==> src/rtl/alu_issue_pkg.sv <==
// alu_issue_pkg: shared definitions for the ALU issue queue.
//   - op encodings driven on alu_op
//   - FSM state type
//   - packed command record stored in the command FIFO
// Build option: ALU_ISSUE_TAG_EN adds a 3-bit sequence tag to the record.
package alu_issue_pkg;

   localparam logic [1:0] OP_SRA = 2'b00;
   localparam logic [1:0] OP_SRL = 2'b01;
   localparam logic [1:0] OP_SUB = 2'b10;
   localparam logic [1:0] OP_ADD = 2'b11;

   typedef enum logic [1:0] {
      IDLE = 2'd0,
      EXEC = 2'd1,
      HOLD = 2'd2
   } state_t;

`ifdef ALU_ISSUE_TAG_EN
   localparam int CMD_W = 15;
   typedef struct packed {
      logic [2:0] tag;
      logic [1:0] op;
      logic [1:0] c;
      logic [3:0] b;
      logic [3:0] a;
   } cmd_t;
`else
   localparam int CMD_W = 12;
   typedef struct packed {
      logic [1:0] op;
      logic [1:0] c;
      logic [3:0] b;
      logic [3:0] a;
   } cmd_t;
`endif

endpackage

==> src/rtl/alu_issue_fifo.sv <==
// alu_issue_fifo: generic synchronous FIFO, show-ahead read (dout is the head).
// Ports:
//   clk, rst_n     clock, async active-low reset (clears pointers only)
//   push, din      write request/data; ignored while full
//   pop            read request; ignored while empty
//   dout           current head entry
//   full, empty    status from pointers with an extra wrap bit
module alu_issue_fifo #(
   parameter int DEPTH = 4,
   parameter int PTR_W = 2,
   parameter int W     = 12
) (
   input  logic         clk,
   input  logic         rst_n,
   input  logic         push,
   input  logic [W-1:0] din,
   input  logic         pop,
   output logic [W-1:0] dout,
   output logic         full,
   output logic         empty
);

   logic [W-1:0] mem_q [DEPTH];
   logic [W-1:0] mem_d [DEPTH];
   logic [PTR_W:0] wr_ptr_q, wr_ptr_d;
   logic [PTR_W:0] rd_ptr_q, rd_ptr_d;
   logic do_push, do_pop;

   // Same index with differing wrap bit means the writer lapped the reader.
   assign full    = (wr_ptr_q[PTR_W] != rd_ptr_q[PTR_W]) &&
                    (wr_ptr_q[PTR_W-1:0] == rd_ptr_q[PTR_W-1:0]);
   assign empty   = (wr_ptr_q == rd_ptr_q);
   assign do_push = push && !full;
   assign do_pop  = pop && !empty;
   assign dout    = mem_q[rd_ptr_q[PTR_W-1:0]];

   always_comb begin
      wr_ptr_d = wr_ptr_q;
      rd_ptr_d = rd_ptr_q;
      mem_d    = mem_q;
      if (do_push) begin
         mem_d[wr_ptr_q[PTR_W-1:0]] = din;
         wr_ptr_d = wr_ptr_q + {{PTR_W{1'b0}}, 1'b1};
      end
      if (do_pop) begin
         rd_ptr_d = rd_ptr_q + {{PTR_W{1'b0}}, 1'b1};
      end
   end

   always_ff @(posedge clk or negedge rst_n) begin
      if (!rst_n) begin
         wr_ptr_q <= '0;
         rd_ptr_q <= '0;
      end else begin
         wr_ptr_q <= wr_ptr_d;
         rd_ptr_q <= rd_ptr_d;
      end
   end

   // Storage needs no reset; the pointers define what is valid.
   always_ff @(posedge clk) begin
      mem_q <= mem_d;
   end

endmodule

==> src/rtl/alu_issue_queue.sv <==
// alu_issue_queue: buffers ALU commands, issues them one at a time on
// registered alu_* outputs, captures alu_ans and returns it over a
// valid/ready result handshake.
// Ports:
//   clk, rst_n                         clock, async active-low reset
//   cmd_valid/cmd_ready, cmd_a/b/c/op  command input handshake
//   alu_a/b/c/op, alu_ans              registered operands out, ALU result in
//   res_valid/res_ready, res_data      result output handshake
//   busy                               FSM not IDLE or FIFO non-empty
//   res_tag                            (ALU_ISSUE_TAG_EN only) push-order tag
// Build option: ALU_ISSUE_TAG_EN.
//
// state | meaning
// IDLE  | no command in flight; pop head when FIFO non-empty
// EXEC  | alu_* stable, capture alu_ans into res_data
// HOLD  | res_valid high, wait for res_ready; pop next if available
module alu_issue_queue
   import alu_issue_pkg::*;
#(
   parameter int DEPTH = 4,
   parameter int PTR_W = $clog2(DEPTH)
) (
   input  logic       clk,
   input  logic       rst_n,
   input  logic       cmd_valid,
   output logic       cmd_ready,
   input  logic [3:0] cmd_a,
   input  logic [3:0] cmd_b,
   input  logic [1:0] cmd_c,
   input  logic [1:0] cmd_op,
   output logic [3:0] alu_a,
   output logic [3:0] alu_b,
   output logic [1:0] alu_c,
   output logic [1:0] alu_op,
   input  logic [3:0] alu_ans,
   output logic       res_valid,
   input  logic       res_ready,
   output logic [3:0] res_data,
   output logic       busy
`ifdef ALU_ISSUE_TAG_EN
   ,
   output logic [2:0] res_tag
`endif
);

   state_t     state_q, state_d;
   cmd_t       issue_q, issue_d;
   cmd_t       push_cmd, head;
   logic       res_valid_q, res_valid_d;
   logic [3:0] res_data_q, res_data_d;
   logic       fifo_full, fifo_empty, pop;

`ifdef ALU_ISSUE_TAG_EN
   logic [2:0] tag_cnt_q, tag_cnt_d;

   assign push_cmd = '{tag: tag_cnt_q, op: cmd_op, c: cmd_c, b: cmd_b, a: cmd_a};
   assign res_tag  = issue_q.tag;

   always_comb begin
      tag_cnt_d = tag_cnt_q;
      if (cmd_valid && cmd_ready) tag_cnt_d = tag_cnt_q + 3'd1;
   end

   always_ff @(posedge clk or negedge rst_n) begin
      if (!rst_n) tag_cnt_q <= '0;
      else        tag_cnt_q <= tag_cnt_d;
   end
`else
   assign push_cmd = '{op: cmd_op, c: cmd_c, b: cmd_b, a: cmd_a};
`endif

   alu_issue_fifo #(
      .DEPTH (DEPTH),
      .PTR_W (PTR_W),
      .W     (CMD_W)
   ) u_fifo (
      .clk   (clk),
      .rst_n (rst_n),
      .push  (cmd_valid),
      .din   (push_cmd),
      .pop   (pop),
      .dout  (head),
      .full  (fifo_full),
      .empty (fifo_empty)
   );

   // Ready is the pre-pop view: a full FIFO refuses even when popping.
   assign cmd_ready = !fifo_full;
   assign alu_a     = issue_q.a;
   assign alu_b     = issue_q.b;
   assign alu_c     = issue_q.c;
   assign alu_op    = issue_q.op;
   assign res_valid = res_valid_q;
   assign res_data  = res_data_q;
   assign busy      = (state_q != IDLE) || !fifo_empty;

   always_comb begin
      state_d     = state_q;
      issue_d     = issue_q;
      res_valid_d = res_valid_q;
      res_data_d  = res_data_q;
      pop         = 1'b0;
      unique case (state_q)
         IDLE: begin
            if (!fifo_empty) begin
               pop     = 1'b1;
               issue_d = head;
               state_d = EXEC;
            end
         end
         EXEC: begin
            res_data_d  = alu_ans;
            res_valid_d = 1'b1;
            state_d     = HOLD;
         end
         HOLD: begin
            if (res_ready) begin
               res_valid_d = 1'b0;
               if (!fifo_empty) begin
                  pop     = 1'b1;
                  issue_d = head;
                  state_d = EXEC;
               end else begin
                  state_d = IDLE;
               end
            end
         end
         default: state_d = IDLE;
      endcase
   end

   always_ff @(posedge clk or negedge rst_n) begin
      if (!rst_n) begin
         state_q     <= IDLE;
         issue_q     <= '0;
         res_valid_q <= 1'b0;
         res_data_q  <= '0;
      end else begin
         state_q     <= state_d;
         issue_q     <= issue_d;
         res_valid_q <= res_valid_d;
         res_data_q  <= res_data_d;
      end
   end

endmodule

==> config.mk <==
export PLATFORM = sky130hd
export DESIGN_NAME = alu_issue_queue
export DESIGN_NICKNAME = d
export VERILOG_FILES = /design/src/rtl/alu_issue_pkg.sv /design/src/rtl/alu_issue_fifo.sv /design/src/rtl/alu_issue_queue.sv
export SDC_FILE = /design/constraint.sdc
export NUM_CORES = 1
export LEC_CHECK = 0
export CAP_MARGIN = 15
export CELL_PAD_IN_SITES_DETAIL_PLACEMENT = 1
export CELL_PAD_IN_SITES_GLOBAL_PLACEMENT = 2
export CORE_ASPECT_RATIO = 1.75
export CORE_MARGIN = 2
export CORE_UTILIZATION = 30
export DETAILED_ROUTE_END_ITERATION = 6
export GPL_TIMING_DRIVEN = 1
export PLACE_DENSITY_LB_ADDON = 0.1
export SLEW_MARGIN = 20
export SYNTH_ARGS = -nofsm -noshare
export SYNTH_HDL_FRONTEND = slang
export SYNTH_SLANG_ARGS = --single-unit
==> constraint.sdc <==
create_clock -name clk -period 2.66 [get_ports clk]
set_clock_uncertainty 0.1 [all_clocks]
set_input_delay 0.266 -clock clk [delete_from_list [all_inputs] [get_ports clk]]
set_output_delay 0.266 -clock clk [all_outputs]
set_load 0.01 [all_outputs]
==> results of run 1 <==
-- cell families (layout without fill, tap and decap cells) --
| family | count (synthesis) | after routing | synth area share, % |
|---|---|---|---|
| fa+ha+maj | 5 | 5 | 2.22 |
| compound gates | 4 | 4 | 1.56 |
| mux | 30 | 30 | 16.8 |
| buf+inv | 8 | 66 | 1.51 |
| xor+xnor | 7 | 7 | 2.18 |
| simple gates | 12 | 12 | 2.27 |
| flops | 73 | 73 | 73.5 |
-- area by class of cell --
class                   count  area share, %
repair buffers             46           12.0
flip-flops and latches     73           56.3
clock buffers              12           7.29
well taps                 120           4.09
multi-input cells          58           19.2
inverters                   4          0.409
clock inverters             4          0.716
-- path summary, 6_finish.rpt --
path	startpoint	end	cells after the start
max	u_fifo.wr_ptr_q[1]$_DFFE_PN0P_	cmd_ready	3
min	rst_n	alu_b[3]$_DFFE_PN0P_	2
max reg2reg	u_fifo.wr_ptr_q[1]$_DFFE_PN0P_	u_fifo.wr_ptr_q[2]$_DFFE_PN0P_	5
min reg2reg	u_fifo.rd_ptr_q[2]$_DFFE_PN0P_	u_fifo.rd_ptr_q[2]$_DFFE_PN0P_	1
max in group asynchronous	rst_n	u_fifo.wr_ptr_q[0]$_DFFE_PN0P_	2
min in group clk	u_fifo.rd_ptr_q[2]$_DFFE_PN0P_	u_fifo.rd_ptr_q[2]$_DFFE_PN0P_	1
-- flip-flops by register name (all words and copies together) (netlist names), 2 cells and up --
name,count
u_fifo.rd_ptr_q,3
alu_op,2
u_fifo.wr_ptr_q,3
state_q,2
alu_a,4
alu_b,4
u_fifo.mem_q,48
res_data,4
alu_c,2
-- worst max-delay path: stages (launching register included) --
cell and delay [ps]:
dfrtp_1 440, xnor2_1 370, nand3b_1 270, clkdlybuf4s50_1 550
-- cells in the mapped netlist, drive strengths merged --
cell	number
a21o	1
inv	4
buf	3
nand4	1
ha	5
mux2	18
mux4	12
nand2	3
clkbuf	1
nand3b	1
nor2	2
xor2	2
a311oi	1
a21oi	2
nor2b	1
dfrtp	25
xnor2	5
and3	4
edfxtp	48
-- layer usage --
| metal | part of all wire, % | routed length (um) |
|---|---|---|
| met3 | 3.8 | 218 |
| met5 | 0 | 0 |
| met4 | 1.6 | 91 |
| met2 | 58 | 3300 |
| met1 | 36 | 2080 |
-- power by group through the flow --
stage	logic [mW]	clock network (mW)	registers, mW
after global placement	1.64	0	1.80
after global routing	1.82	1.24	1.84
final	1.65	1.15	1.80
after floorplan	0.994	0	1.84
after CTS	1.72	1.20	1.81
after detailed placement	1.71	0	1.83
-- per-stage QoR --
step | setup slack, ps | power, mW
5_1_grt | 214 | 4.90
6_report | 343 | 4.60
3_3_place_gp | 704 | 3.44
3_5_place_dp | 639 | 3.53
4_1_cts | 289 | 4.72
2_1_floorplan | 755 | 2.83
==> results.ini, run 1 <==
[final_layout]
multi_input_area_sq_um=704
diodes=0
final_cells=317
layout_commonest_cell=edfxtp_1
register_area_sq_um=2070
drive_above_1_share_pct=27.4
final_cell_area_sq_um=3670
nets=217
final_cell_mix=edfxtp_1 (48), clkdlybuf4s50_1 (38), dfrtp_1 (25), mux2_2 (18), mux4_2 (12)
nFillCells=939
fin_util_pct=40.4
syn2layout_area_growth_pct=30.5

[placement]
portBuffers=38
dp.cells=301
dp_hpwl_um=3680
placed_area_sq_um=3380
gp_congestion=0.656

[routing]
routed_wirelength_um=5690
drt_iter0_markers=36
ant_nets=0
drtPass1Iterations=2
viasPerCell=4.56
drc=0
vias=1447
wire_per_inst_um=17.9

[global_routing]
first_global_vias=1672
grt_overflow=0
busiest_layer=met2
grt_max_degree=26
grt_usage_pct=12.4
grt.met1_usage_pct=12.6
grt_antenna_before_repair=0
grt_use_met2_pct=22.4
gr-usage-met3_pct=3.90
grt_pass1_wl_um=9150

[yosys]
synth_cell_types=21
syn_inst=139
yosys_warnings=0
yosysTopAreaCellShare_pct=51.2
syn_nets=164
synth.area.top_cells=edfxtp_1 (51%), dfrtp_1 (22%), mux4_2 (9.6%)
yosysTopAreaCell=edfxtp_1
ys_seq_elements=73
synth_area_per_cell_sq_um=20.2
synth_area_sq_um=2810
synth_seq_area_share_pct=73.5

[job]
max-cap-violations=0

[timing]
fin_crit_sh_pct=87.1
fin_crit_ps=2320
report.final.slew_viol_count=0
setup_tns_ps=0
hold_ws_ps=216
rsz0062_at_grt=false
timing.fmax_mhz=432
relSlewSlack_pct=73.5
worst_pin_slew_ps=395
finalSetupViolCount=0
hold_violations=0

[clock_network]
cts_tree=yes
ctsResizeCount=0
clk_latency_ps=330
clock_sinks=73
cts_setup_buffers=0
clock_path_buffers=2
clkTransAtPathRegs_ps=60
htree_levels=3
clockRootBuffer=clkbuf_16
hold_buffers=0
numCtsBuffers=9

[setup_path]
cp-end-kind=primary output
crit_arrival_ps=1950
startpoint_type=flop
r2r_slack_ps=710
crit_fanout=6
worst-setup-path-type=reg -> out
cp.required_ps=2290

[power]
switchingPower_mw=1.37
power.share.sequential_pct=39.0
internal_power_mw=3.23
comb_power_share_pct=35.9
ir_drop_uv=466
p_leak_nw=1.35
power.share.switching_pct=29.8
clkPwrFrac_pct=25.0
p_per_area_nw_per_um2=1250

[run_status]
outcome=finished clean

[die]
fp.dieH_um=132
die-area_sq_um=10200
core-area_sq_um=9090
die_x_um=77.2
initial_utilization_pct=30.9
rows=46
ios=39

[hold_path]
hp-class=in -> async

Note: power is estimated with default switching activity, not from simulation.
==> run 2, diff against run 1 <==
--- a/config.mk
+++ b/config.mk
@@ -11,9 +11,10 @@
 export CORE_ASPECT_RATIO = 1.75
 export CORE_MARGIN = 2
 export CORE_UTILIZATION = 30
+export CTS_BUF_LIST = sky130_fd_sc_hd__clkbuf_8 sky130_fd_sc_hd__clkbuf_16
 export DETAILED_ROUTE_END_ITERATION = 6
 export GPL_TIMING_DRIVEN = 1
-export PLACE_DENSITY_LB_ADDON = 0.1
+export PLACE_DENSITY_LB_ADDON = 0.15
 export SLEW_MARGIN = 20
 export SYNTH_ARGS = -nofsm -noshare
 export SYNTH_HDL_FRONTEND = slang
==> run 2 against run 1 <==
Sequential share of layout area is 0.94 points lower. Power is 5.0% higher. Combinational power hardly changed. Largest cell class unchanged. Highest routed layer unchanged.
==> results.ini, run 2 (synthesis results as in run 1) <==
[final_layout]
drive_above_1_share_pct=27.9  ; +0.51 points
diodes=0  ; unchanged
largest_register_ff_count=48  ; unchanged
largest_register=u_fifo.mem_q
layout_commonest_cell=edfxtp_1
syn2layout_area_growth_pct=32.7
nets=217  ; unchanged
fin_util_pct=41.1  ; +0.69 points
final_cell_mix=edfxtp_1 (48), clkdlybuf4s50_1 (38), dfrtp_1 (25), mux2_2 (18), mux4_2 (12)

[clock_network]
cts_tree=yes
clockRootBuffer=clkbuf_16
htree_levels=3  ; unchanged
cts_setup_buffers=0  ; unchanged
clk_latency_ps=320  ; about the same
clkTransAtPathRegs_ps=60  ; about the same
clock_sinks=73  ; unchanged
hold_buffers=0  ; unchanged
numCtsBuffers=9  ; unchanged
clock_path_buffers=2  ; unchanged
ctsResizeCount=0  ; unchanged

[timing]
fin_crit_sh_pct=86.0  ; -1.1 points
rsz0062_at_grt=false
report.final.slew_viol_count=0  ; unchanged
finalSetupViolCount=0  ; unchanged
hold_violations=0  ; unchanged
fin_crit_ps=2290  ; -29.2 ps
setup_tns_ps=0  ; unchanged
relSlewSlack_pct=72.6  ; -0.88 points
timing.fmax_mhz=437  ; +1.3%
worst_pin_slew_ps=410  ; +14.6 ps

[power]
clkPwrFrac_pct=28.3  ; +3.3 points
internal_power_mw=3.45  ; +6.7%
p_leak_nw=1.37  ; +1.6%
comb_power_share_pct=34.5  ; -1.4 points
power.share.sequential_pct=37.2  ; -1.8 points
ir_drop_uv=541  ; +16%
switchingPower_mw=1.39  ; +1.1%
power.share.switching_pct=28.7  ; -1.1 points
p_per_area_nw_per_um2=1290  ; +3.3%

[global_routing]
grt_max_degree=26  ; unchanged
grt_usage_pct=12.4  ; about the same
first_global_vias=1650  ; -1.3%
grt_overflow=0  ; unchanged
grt_pass1_wl_um=9270  ; +1.4%
grt_antenna_before_repair=0  ; unchanged

[setup_path]
crit_arrival_ps=1920  ; -30 ps
crit_fanout=6  ; unchanged
cpPeakStageDelay_ps=550  ; about the same
startpoint_type=flop
worst-setup-path-type=reg -> out
rr_worst_depth=4  ; -1
cp-end-kind=primary output
worstPathCellList=xnor2_1 -> nand3b_1 -> clkdlybuf4s50_1
cp.required_ps=2290  ; about the same
crit_path_top_delay_cell=clkdlybuf4s50_1

[routing]
drtPass1Iterations=4  ; +2
drt_iter0_markers=28  ; -22%
ant_nets=0  ; unchanged
routed_wirelength_um=5710  ; +0.44%
viasPerCell=4.45  ; -2.5%
wire_per_inst_um=18.0  ; +0.44%
drc=0  ; unchanged
vias=1411  ; -2.5%

[placement]
gp_congestion=0.681  ; +3.8%
portBuffers=38  ; unchanged
dp_hpwl_um=3810  ; +3.4%

[run_status]
outcome=finished clean

[die]
die-area_sq_um=10200  ; unchanged
fp.dieH_um=132  ; unchanged
die_x_um=77.2  ; unchanged
initial_utilization_pct=30.9  ; unchanged
rows=46  ; unchanged
core-area_sq_um=9090  ; unchanged
ios=39  ; unchanged

[job]
max-cap-violations=0  ; unchanged

[hold_path]
hp-class=in -> async

[run 2: cell types whose count changed in the layout (fill, tap and decap cells not counted)]
cell | before | now
buf_12 | 0 | 1
clkinv_2 | 2 | 1
buf_4 | 8 | 7
clkbuf_16 | 10 | 9
clkbuf_1 | 1 | 0
clkbuf_8 | 1 | 0
clkinvlp_4 | 1 | 2
bufinv_16 | 0 | 3
[run 2: worst paths after layout]
check | start | to | slack [ps]
setup / recovery | u_fifo.wr_ptr_q[0]$_DFFE_PN0P_ | cmd_ready | 370
hold / removal | rst_n | alu_op[1]$_DFFE_PN0P_ | 220
setup reg to reg | u_fifo.rd_ptr_q[2]$_DFFE_PN0P_ | u_fifo.mem_q[8]$_DFFE_PP_ | 640
hold reg to reg | u_fifo.rd_ptr_q[2]$_DFFE_PN0P_ | u_fifo.rd_ptr_q[2]$_DFFE_PN0P_ | 390
max in group asynchronous | rst_n | alu_b[0]$_DFFE_PN0P_ | 1980
min in group clk | u_fifo.rd_ptr_q[2]$_DFFE_PN0P_ | u_fifo.rd_ptr_q[2]$_DFFE_PN0P_ | 390
[run 2: critical path: cells and delay by family, from the launching register on]
| family | cells | cell delay, ps |
|---|---|---|
| xor+xnor | 1 | 350 |
| flops | 1 | 460 |
| buf+inv | 1 | 550 |
| simple gates | 1 | 240 |
[run 2: metal layers]
| metal | vias to the layer above | GRT usage, % | routed length (um) | part of all wire (%) |
|---|---|---|---|---|
| li1 | 643 | - | - | - |
| met1 | 724 | 13.4 | 2130 | 37 |
| met2 | 34 | 22.1 | 3180 | 56 |
| met3 | 10 | 3.01 | 232 | 4.1 |
| met4 | 0 | 6.35 | 170 | 3.0 |
| met5 | - | 0 | 0 | 0 |
[run 2: area by class of cell]
type                    count  area [sq um]
fillers                   923          5360
clock buffers               9           225
clock inverters             7           119
multi-input cells          58           704
inverters                   4          15.0
well taps                 120           150
repair buffers             46           453
flip-flops and latches     73          2070
[run 2: metrics by stage]
| step | power [mW] | hold WS, ps | setup slack [ps] | cells | area, sq um |
|---|---|---|---|---|---|
| floorplan | 2.83 | -130 | 755 | 139 | 2810 |
| global placement | 3.46 | 382 | 630 | 301 | 3390 |
| detailed placement | 3.54 | 387 | 612 | 301 | 3390 |
| CTS | 4.93 | 232 | 326 | 317 | 3730 |
| global route | 5.13 | 258 | 241 | 317 | 3730 |
| finish | 4.83 | 220 | 372 | 317 | 3730 |
[run 2: power groups by stage]
stage,combinational (mW),sequential [mW],clock (mW)
global placement,1.65,1.81,0
finish,1.67,1.80,1.37
CTS,1.72,1.81,1.40
global route,1.83,1.85,1.45
floorplan,0.994,1.84,0
detailed placement,1.72,1.83,0
==> run 3, diff against run 2 <==
--- a/config.mk
+++ b/config.mk
@@ -13,8 +13,9 @@
 export CORE_UTILIZATION = 30
 export CTS_BUF_LIST = sky130_fd_sc_hd__clkbuf_8 sky130_fd_sc_hd__clkbuf_16
 export DETAILED_ROUTE_END_ITERATION = 6
-export GPL_TIMING_DRIVEN = 1
+export MAX_ROUTING_LAYER = met4
 export PLACE_DENSITY_LB_ADDON = 0.15
+export SKIP_LAST_GASP = 1
 export SLEW_MARGIN = 20
 export SYNTH_ARGS = -nofsm -noshare
 export SYNTH_HDL_FRONTEND = slang
==> run 3 against run 2 <==
Via count rose by 0.50%. Count of clock-buffer cells in the layout stayed put. Final cell count is the same. Wire length down 0.35%. Flip-flop and latch count is the same. Largest power group unchanged. Global-route usage increased by 0.38 points.
==> results.ini, run 3 (synthesis results as in run 1) <==
[setup_path]
worst-setup-path-type=reg -> out
cp.required_ps=2290  ; about the same
critPathTopFamily=buffers and inverters
cpPeakStageDelay_ps=550  ; about the same
cp-end-kind=primary output
crit_arrival_ps=1930  ; about the same
startpoint_type=flop
crit_fanout=6  ; unchanged
path_buf_inv=1  ; unchanged
worstPathCellList=xnor2_1 -> nand3b_1 -> clkdlybuf4s50_1
crit_path_top_delay_cell=clkdlybuf4s50_1

[final_layout]
diodes=0  ; unchanged
syn2layout_area_growth_pct=32.7  ; unchanged
final_cell_mix=edfxtp_1 (48), clkdlybuf4s50_1 (38), dfrtp_1 (25), mux2_2 (18), mux4_2 (12)
nets=217  ; unchanged
layout_commonest_cell=edfxtp_1
fin_util_pct=41.1  ; unchanged
final_cells=317  ; unchanged
largest_register_ff_count=48  ; unchanged
largest_register=u_fifo.mem_q
nFillCells=923  ; unchanged
drive_above_1_share_pct=27.9  ; unchanged
final_cell_area_sq_um=3730  ; unchanged

[global_routing]
busiest_layer=met2
grt_max_degree=26  ; unchanged
grt_use_met2_pct=22.1  ; unchanged
grt_overflow=0  ; unchanged
grt_antenna_before_repair=0  ; unchanged
gr-usage-met3_pct=2.81  ; -0.21 points
first_global_vias=1648  ; -0.12%
grt_pass1_wl_um=9270  ; unchanged
grt_usage_pct=12.8  ; +0.38 points
grt.met1_usage_pct=13.6  ; +0.18 points

[timing]
hold_ws_ps=219  ; -1.61 ps
fin_crit_sh_pct=86.1  ; +0.13 points
relSlewSlack_pct=70.7  ; -1.9 points
finalSetupViolCount=0  ; unchanged
hold_violations=0  ; unchanged
setup_tns_ps=0  ; unchanged
report.final.slew_viol_count=0  ; unchanged
timing.fmax_mhz=436  ; -0.15%
fin_crit_ps=2290  ; +3.39 ps
rsz0062_at_grt=false
worst_pin_slew_ps=440  ; +30.4 ps
fin_ws_ps=369  ; -3.39 ps

[die]
die_x_um=77.2  ; unchanged
fp.dieH_um=132  ; unchanged
die-area_sq_um=10200  ; unchanged
core-area_sq_um=9090  ; unchanged
rows=46  ; unchanged
ios=39  ; unchanged
initial_utilization_pct=30.9  ; unchanged

[placement]
dp.cells=301  ; unchanged
placed_area_sq_um=3390  ; unchanged
gp_congestion=0.688  ; +1.0%
dp_hpwl_um=3810  ; unchanged
place_ws_ps=612  ; unchanged
portBuffers=38  ; unchanged

[routing]
viasPerCell=4.47  ; +0.50%
drc=0  ; unchanged
ant_nets=0  ; unchanged
drtPass1Iterations=4  ; unchanged
routed_wirelength_um=5690  ; -0.35%
vias=1418  ; +0.50%
wire_per_inst_um=17.9  ; -0.35%
drt_iter0_markers=34  ; +21%

[clock_network]
cts_setup_buffers=0  ; unchanged
clk_latency_ps=320  ; about the same
clkTransAtPathRegs_ps=60  ; about the same
clockRootBuffer=clkbuf_16
hold_buffers=0  ; unchanged
ctsResizeCount=0  ; unchanged
htree_levels=3  ; unchanged
cts_tree=yes
clock_sinks=73  ; unchanged
numCtsBuffers=9  ; unchanged
clock_path_buffers=2  ; unchanged

[job]
max-cap-violations=0  ; unchanged

[run_status]
outcome=finished clean

[power]
power_mw=4.83  ; about the same
ir_drop_uv=542  ; about the same
p_leak_nw=1.37  ; unchanged
p_per_area_nw_per_um2=1290  ; about the same

[hold_path]
hp-class=in -> async

-- run 3: cell counts in the layout (fill, tap and decap cells not counted) --
Identical to the previous run, type by type.
-- run 3: metal layers --
| metal | vias to the layer above | part of all wire (%) |
|---|---|---|
| met5 | - | 0 |
| met4 | 0 | 2.3 |
| met3 | 8 | 4.2 |
| met2 | 37 | 56 |
| met1 | 729 | 37 |
| li1 | 644 | - |
-- run 3: power breakdown --
group          internal [mW]  switching (mW)  leakage [nW]
clock network          0.915           0.456         0.162
registers               1.61           0.186         0.733
logic                  0.921           0.743         0.472
-- run 3: layout make-up --
cell class                      count  area [sq um]  area share, %
Clock buffer                        9           225           6.03
Timing Repair Buffer               46           453           12.1
Inverter                            4          15.0          0.402
Multi-Input combinational cell     58           704           18.9
Tap cell                          120           150           4.02
Sequential cell                    73          2070           55.4
Clock inverter                      7           119           3.18
-- run 3: worst paths after layout --
check	cells after the start	endpoint	from	slack, ps
max reg2reg	4	u_fifo.mem_q[8]$_DFFE_PP_	u_fifo.rd_ptr_q[2]$_DFFE_PN0P_	610
min in group clk	1	u_fifo.rd_ptr_q[2]$_DFFE_PN0P_	u_fifo.rd_ptr_q[2]$_DFFE_PN0P_	390
min reg2reg	1	u_fifo.rd_ptr_q[2]$_DFFE_PN0P_	u_fifo.rd_ptr_q[2]$_DFFE_PN0P_	390
max	3	cmd_ready	u_fifo.wr_ptr_q[0]$_DFFE_PN0P_	370
min	2	alu_op[1]$_DFFE_PN0P_	rst_n	220
max in group asynchronous	2	alu_b[0]$_DFFE_PN0P_	rst_n	1980
-- run 3: worst register-to-register path: stages (launching register included) --
cell	delay (ps)
dfrtp_1	400
xnor2_1	350
nand3b_1	260
and3_1	470
buf_12	190
